### src/rtl/counter_ctrl.sv
// Command-sequenced 16-bit counter: START/STOP/PAUSE/CLEAR over valid/ready, prescaled ticks, one-shot or periodic limit.
// Optional prescaler under `COUNTER_CTRL_PRESCALE_EN`; without it a tick occurs every RUN cycle.
module counter_ctrl #(
    parameter int WIDTH = 16,
    parameter int PSW   = 8
) (
    input  logic             clk,
    input  logic             rst_n,
    input  logic             cmd_valid,
    output logic             cmd_ready,
    input  logic [1:0]       cmd_op,
    input  logic [WIDTH-1:0] cfg_limit,
    input  logic             cfg_mode,
    input  logic [PSW-1:0]   cfg_prescale,
    output logic [WIDTH-1:0] count,
    output logic             busy,
    output logic             done,
    output logic             err,
    output logic [7:0]       wraps
);

    typedef enum logic [1:0] {
        ST_IDLE   = 2'd0,
        ST_RUN    = 2'd1,
        ST_PAUSED = 2'd2,
        ST_DONE   = 2'd3
    } state_t;

    localparam logic [1:0] OP_START = 2'b00;
    localparam logic [1:0] OP_STOP  = 2'b01;
    localparam logic [1:0] OP_PAUSE = 2'b10;
    localparam logic [1:0] OP_CLEAR = 2'b11;

    state_t           state_q, state_d;
    logic [WIDTH-1:0] count_q, count_d;
    logic [WIDTH-1:0] limit_q, limit_d;
    logic             mode_q, mode_d;
    logic [7:0]       wraps_q, wraps_d;
    logic             done_q, done_d;
    logic             err_q, err_d;
    logic             busy_q, busy_d;
    logic             cmd_ready_q, cmd_ready_d;
    // Set for the single cycle after START so the first tick lands one cycle later than a resume.
    logic             arm_q, arm_d;
    logic             accept;
    logic             tick;

`ifdef COUNTER_CTRL_PRESCALE_EN
    logic [PSW-1:0]   presc_q, presc_d;
    logic [PSW-1:0]   pc_q, pc_d;
    assign tick = (state_q == ST_RUN) && !arm_q && (pc_q == presc_q);
`else
    logic             unused_prescale;
    assign unused_prescale = ^cfg_prescale;
    assign tick = (state_q == ST_RUN) && !arm_q;
`endif

    assign accept = cmd_valid && cmd_ready_q;

    always_comb begin
        state_d     = state_q;
        count_d     = count_q;
        limit_d     = limit_q;
        mode_d      = mode_q;
        wraps_d     = wraps_q;
        done_d      = 1'b0;
        err_d       = 1'b0;
        arm_d       = 1'b0;
        cmd_ready_d = !accept;
`ifdef COUNTER_CTRL_PRESCALE_EN
        presc_d     = presc_q;
        pc_d        = pc_q;
`endif
        if (accept) begin
            // An accepted command always wins over a tick on the same edge.
            case (cmd_op)
                OP_START: begin
                    if (state_q == ST_IDLE || state_q == ST_DONE) begin
                        limit_d = cfg_limit;
                        mode_d  = cfg_mode;
                        count_d = '0;
                        wraps_d = '0;
                        arm_d   = 1'b1;
                        state_d = ST_RUN;
`ifdef COUNTER_CTRL_PRESCALE_EN
                        presc_d = cfg_prescale;
                        pc_d    = '0;
`endif
                    end else begin
                        err_d = 1'b1;
                    end
                end
                OP_STOP: begin
                    state_d = ST_IDLE;
                end
                OP_PAUSE: begin
                    if (state_q == ST_RUN) begin
                        state_d = ST_PAUSED;
                    end else if (state_q == ST_PAUSED) begin
                        state_d = ST_RUN;
                    end else begin
                        err_d = 1'b1;
                    end
                end
                default: begin
                    state_d = ST_IDLE;
                    count_d = '0;
                    wraps_d = '0;
`ifdef COUNTER_CTRL_PRESCALE_EN
                    pc_d    = '0;
`endif
                end
            endcase
        end else if (state_q == ST_RUN && !arm_q) begin
`ifdef COUNTER_CTRL_PRESCALE_EN
            if (pc_q == presc_q) begin
                pc_d = '0;
            end else begin
                pc_d = pc_q + 1'b1;
            end
`endif
            if (tick) begin
                if (count_q < limit_q) begin
                    count_d = count_q + 1'b1;
                end else if (mode_q) begin
                    count_d = '0;
                    done_d  = 1'b1;
                    if (wraps_q != 8'hFF) begin
                        wraps_d = wraps_q + 1'b1;
                    end
                end else begin
                    state_d = ST_DONE;
                    done_d  = 1'b1;
                end
            end
        end
        busy_d = (state_d == ST_RUN) || (state_d == ST_PAUSED);
    end

    always_ff @(posedge clk or negedge rst_n) begin
        if (!rst_n) begin
            state_q     <= ST_IDLE;
            count_q     <= '0;
            limit_q     <= '0;
            mode_q      <= 1'b0;
            wraps_q     <= '0;
            done_q      <= 1'b0;
            err_q       <= 1'b0;
            busy_q      <= 1'b0;
            cmd_ready_q <= 1'b1;
            arm_q       <= 1'b0;
`ifdef COUNTER_CTRL_PRESCALE_EN
            presc_q     <= '0;
            pc_q        <= '0;
`endif
        end else begin
            state_q     <= state_d;
            count_q     <= count_d;
            limit_q     <= limit_d;
            mode_q      <= mode_d;
            wraps_q     <= wraps_d;
            done_q      <= done_d;
            err_q       <= err_d;
            busy_q      <= busy_d;
            cmd_ready_q <= cmd_ready_d;
            arm_q       <= arm_d;
`ifdef COUNTER_CTRL_PRESCALE_EN
            presc_q     <= presc_d;
            pc_q        <= pc_d;
`endif
        end
    end

    assign cmd_ready = cmd_ready_q;
    assign count     = count_q;
    assign busy      = busy_q;
    assign done      = done_q;
    assign err       = err_q;
    assign wraps     = wraps_q;

endmodule

### config.mk
export PLATFORM = sky130hd
export DESIGN_NAME = counter_ctrl
export DESIGN_NICKNAME = d
export VERILOG_FILES = /design/src/rtl/counter_ctrl.sv
export SDC_FILE = /design/constraint.sdc
export NUM_CORES = 1
export LEC_CHECK = 0
export CORE_ASPECT_RATIO = 1.5
export CORE_MARGIN = 2
export CORE_UTILIZATION = 35
export DETAILED_ROUTE_END_ITERATION = 7
export SYNTH_ARGS = -nofsm -noshare
export SYNTH_HDL_FRONTEND = slang
export SYNTH_SLANG_ARGS = --single-unit
### constraint.sdc
create_clock -name clk -period 2.6 [get_ports clk]
set_clock_uncertainty 0.2 [all_clocks]
set_input_delay 0.52 -clock clk [delete_from_list [all_inputs] [get_ports clk]]
set_output_delay 0.52 -clock clk [all_outputs]
set_load 0.05 [all_outputs]
# Yosys cells after proc, flatten, opt, wreduce, memory -nomap -nowiden
# Index checks and enable logic that the tools add are counted.
totals:
  out_inout_bits: 28
  reg_bits: 48
  in_bits: 30
  elab_cells: 72
classes:
  mux: 32
  eq_ne: 11
  addsub: 2
  order_cmp: 1
  n_reduce_logical: 16
op_table:
  columns: ["cell", "count"]
  rows:
  - ["$mux W16", 5]
  - ["$mux W8", 6]
  - ["$pmux W16 S2", 1]
  - ["$add A16 B1 Y16 const B", 1]
  - ["$lt A16 B16 Y1", 1]
  - ["$pmux W8 S2", 1]
  - ["$mux W2", 7]
  - ["$mux W1", 10]
  - ["$add A8 B1 Y8 const B", 1]
  - ["$eq A2 B2 Y1 const B", 4]
  - ["$ne A8 B8 Y1 const B", 1]
  - ["$eq A2 B1 Y1 const B", 3]
  - ["$reduce_and A6 Y1", 1]
  - ["$reduce_bool A2 Y1", 3]
  - ["$logic_not A2 Y1", 2]
  - ["$ne A2 B2 Y1 const B", 2]
  - ["$pmux W2 S2", 1]
  - ["$reduce_and A4 Y1", 1]
  - ["$ne A3 B3 Y1 const B", 1]
  - ["$reduce_and A3 Y1", 1]
  - ["$reduce_bool A3 Y1", 1]
  - ["$logic_and A1 B1 Y1", 2]
  - ["$logic_not A1 Y1", 2]
  - ["$logic_or A1 B1 Y1", 2]
  - ["other kinds (2)", 2]

# Longest topological paths before layout
logic_depth:
  word_depth: 7
  ltp_mapped: 10
  ltp_nobuf: 9

# Least setup slack after synthesis
# No wires, ideal clock.
synth_timing:
  kind: "register -> register"
  start: "register count_q[11], in the netlist count[11]"
  end: "register count_q[5], in the netlist count[5]"
  synth_period_minus_slack_ps: 3049
  setup_time_ps: 78
  setup_slack_ps: -449
  n_path_buf: 1
  stages_incl_launch_ff: 10
  arrival_ps: 2771
  required_ps: 2322
  path_cell_list: "dfrtp_1 > ha_1 > and2_1 > a221o_1 > a211oi_2 > o21ai_2 > and2_4 > buf_6 > or4_1 > a21oi_1"
synth_between:
  elab_chain_len: 4
synth_rtl:
  columns: ["element", "line_no", "rtl"]
  rows:
  - ["start: declaration", "35", "logic [WIDTH-1:0] count_q, count_d;"]
  - ["start signal: assignment", "158", "count_q <= count_d;"]
  - ["$lt A16 B16 Y1 *", "123", "if (count_q < limit_q) begin"]
  - ["$mux W16", "123", null]
  - ["$mux W16", "114", "end else if (state_q == ST_RUN && !arm_q) begin"]
  - ["$mux W16", "74", "if (accept) begin"]
# Mark *: on every way between the ends. The rest lies on a longest branch, timed or not. The select of a mux whose other input is x is not followed.
# A chain may end at the register's enable or synchronous reset.

# Worst setup path in the final report
layout_timing:
  start: "register count_q[9], in the netlist count[9]"
  end: "register count_q[13], in the netlist count[13]"
layout_between:
  elab_chain_len: 4
layout_rtl:
  columns: ["element", "line_no"]
  rows:
  - ["$add A16 B1 Y16 or $lt A16 B16 Y1 (tied branches)", "124, 123"]
  - ["$mux W16", "123"]
  - ["$mux W16", "114"]
  - ["$mux W16", "74"]
# Several ways; a longest one is shown, not always the timed one. The select of a mux whose other input is x is not followed.

==> results.md <==
- IO Count: 58
- Top FF cell, synth: dfrtp_1
- DRT Pass-1 Iters: 4
- Cts hold-fix bufs: 0
- Routed via count: 2427
- Avg Cell Area, Syn: between 9 and 10 um2
- Final setup fails: 0
- Slew @ Worst Pin: 600.2 ps
- Register area share after synthesis: 0.4350
- Critical Path Sink Type: register
- Crit start category: register
- Max FO, Critical Path: 5
- Layout cells sized above 1: 0.2163
- Asr flop ratio synth: 1.000
- Row Count: 39
- DRC: 0
- Vias per std cell: roughly 5
- WP data arrival: 2540 ps
- Final Hold Viols: 0
- Period utilization: 0.9873
- Synth warnings: 0
- Flop2flop setup slack: 30 ps
- GRT Overall Usage: 0.1652
- Die width: roughly 77 um
- CTS H-tree depth: 2
- Ant diodes: 0
- CTS tree: yes
- Int Pwr: 1.949 mW
- Power Density: 818.3 nW/um2
- Wire length per cell: 13.48 um
- Slew headroom: 0.5998
- Max-slew violation count: 0
- EDFF count, synth: 0
- Hold Crit Class: input pin to asynchronous set/reset pin
- Final std cells w/o fill: just under 500
- Area growth syn-to-layout: 41.78%
- Nets: 446
- Number of CTS-inserted buffers: 5
- Syn_nets: 359
- RSZ-0062 raised after global routing: yes
- Pleak: 1.736 nW
- Largest net degree at the start of global routing: 34
- Commonest cells post-synth: 47 x dfrtp_1, 41 x nand2_1, 30 x o21ai_0
- Number of global-route vias before repair: between 2000 and 2500
- Max Fclk: 389.5 MHz
- Root Buffer Master: clkbuf_16
- Share of the synthesized area in the top cell type: 0.4255
- Layout Utilization: 0.5115
- 1st-iter DRT viols: 70
- Bufs on Longest Clock Path: 2
- Synth Cell Area: roughly 2800 um2
- Placed cells: 487
- Logic gate share of total power: 0.467
- Pwr Total: 3.207 mW
- Largest area contributor in the netlist: dfrtp_1
- Post-CTS Setup Bufs: 0
- Clock transition at path regs: 60 ps
- GPL Wtd Cong: 0.8834
- Peak supply drop: 0.4385 mV
- Synth top area cells: dfrtp_1 43%, ha_1 11%, nand2_1 5.6%, o21ai_0 5.4%, inv_1 3.9%
- Sw frac: 0.3921
- Psw: 1.258 mW
- Post-synthesis instance total: 305
- Most common cell in the synthesized netlist: dfrtp_1
- Worst skew pair latency: 290 ps
- Worst Path Required: 2570 ps
- Clk sink count: 48
- Die Y: 112.8 um
- Sequential share of power: 0.329
- DP HPWL: 5.156 mm
- Die area: ~8600 um2
- Initial Util: 0.3608
- #FFs+latches synth: 48
- Tmin final: 2567 ps
- PortBufs: 49
- # Max-Cap Violations: 0
- Grt ovf: 0
- Final wirelength: 6.673 mm
- Global-route wire length before repair: 11.58 mm
- Core ar.: 7661 um2
- Initial antenna violation count: 0
- ANT nets after route: 0
- Clock share of power: 0.203
- Synth unique cells: around 50
- Status: completed
- Crit path kind: register to register
[cell usage in the layout, fill, tap and decap left out, types with 6 or more instances in the layout]
cell | synthesis | layout
o21ai_0 | 30 | 28
nor2_1 | 19 | 19
a21oi_1 | 17 | 15
dfrtp_1 | 47 | 38
nand3_1 | 11 | 10
dfrtp_2 | 0 | 9
buf_4 | 0 | 40
ha_1 | 24 | 20
nand2_1 | 41 | 41
inv_1 | 29 | 26
clkdlybuf4s50_1 | 0 | 48
nand4_1 | 6 | 6
[kinds of logic (layout without fill, tap and decap cells)]
logic type / after synthesis / after routing / synth area share
AO/OA/AOI/OAI: 78 / 78 / 0.1824
XOR/XNOR: 10 / 10 / 0.03169
adder cells (fa/ha/maj): 24 / 24 / 0.1086
buffers and inverters: 40 / 128 / 0.05930
flip-flops: 48 / 48 / 0.4350
multiplexers: 1 / 1 / 0.003622
AND/OR/NAND/NOR: 104 / 104 / 0.1793
[worst max-delay path: stages (launching register included)]
cell and delay (ps):
dfrtp_2 420, ha_4 220, a21o_1 150, a221o_1 350, a211oi_2 210, o21ai_2 150, a2111oi_1 420, buf_4 170
xnor2_1 100, nor2_1 60
[flip-flops by register name (all words and copies together), names as in the netlist]
name       flops
err            1
limit_q       16
wraps          8
cmd_ready      1
count         16
state_q        2
done           1
mode_q         1
arm_q          1
busy           1
[cell type report]
cell class              count  area [um2]
fillers                   736        3742
multi-input cells         217        1510
flip-flops and latches     48        1214
repair buffers             90       805.8
clock buffers               8       146.4
well taps                 102       127.6
inverters                  30       115.1
[metrics by stage]
step / instance area, um2 / TNS [ps] / hold WS (ps) / worst slack, ps
2_1_floorplan: 2819 / -418.4 / 24.41 / -83.45
3_5_place_dp: 3704 / -1556 / 260.0 / -305.9
4_1_cts: 3865 / -25.27 / 60.96 / -13.29
3_3_place_gp: 3704 / -1368 / 254.0 / -268.9
6_report: 3919 / 0 / 36.66 / 32.93
5_1_grt: 3919 / -637.3 / 79.12 / -91.38
[repair_timing]
| item | in CTS | in global routing |
|---|---|---|
| endpoints found under the setup margin | 8 | 14 |
| resized for setup | 7 | 12 |
| pin swaps | 2 | 5 |
[per-layer routing]
metal / vias to the layer above / GRT usage / share of wire
li1: 1231 / - / -
met4: 0 / 0.06545 / 0.023
met5: - / 0 / 0
met2: 41 / 0.3097 / 0.54
met1: 1144 / 0.1847 / 0.42
met3: 11 / 0.02711 / 0.025
[final timing paths]
path	endpoint	cells past startpoint	start
max in group asynchronous	cmd_ready	2	rst_n
max reg2reg	count[13]	9	count[9]
min reg2reg	limit_q[0]	2	limit_q[0]
min	limit_q[0]	1	rst_n
max	count[13]	9	count[9]
min in group clk	limit_q[0]	2	limit_q[0]
[power by group through the flow]
stage | Sequential, mW | Clock, mW | Combinational [mW]
global route | 1.08 | 0.706 | 1.67
floorplan | 1.27 | 0 | 0.725
global placement | 1.06 | 0 | 1.42
detailed placement | 1.07 | 0 | 1.46
finish | 1.06 | 0.652 | 1.50
CTS | 1.06 | 0.674 | 1.48
Note: power is estimated with default switching activity, not from simulation.
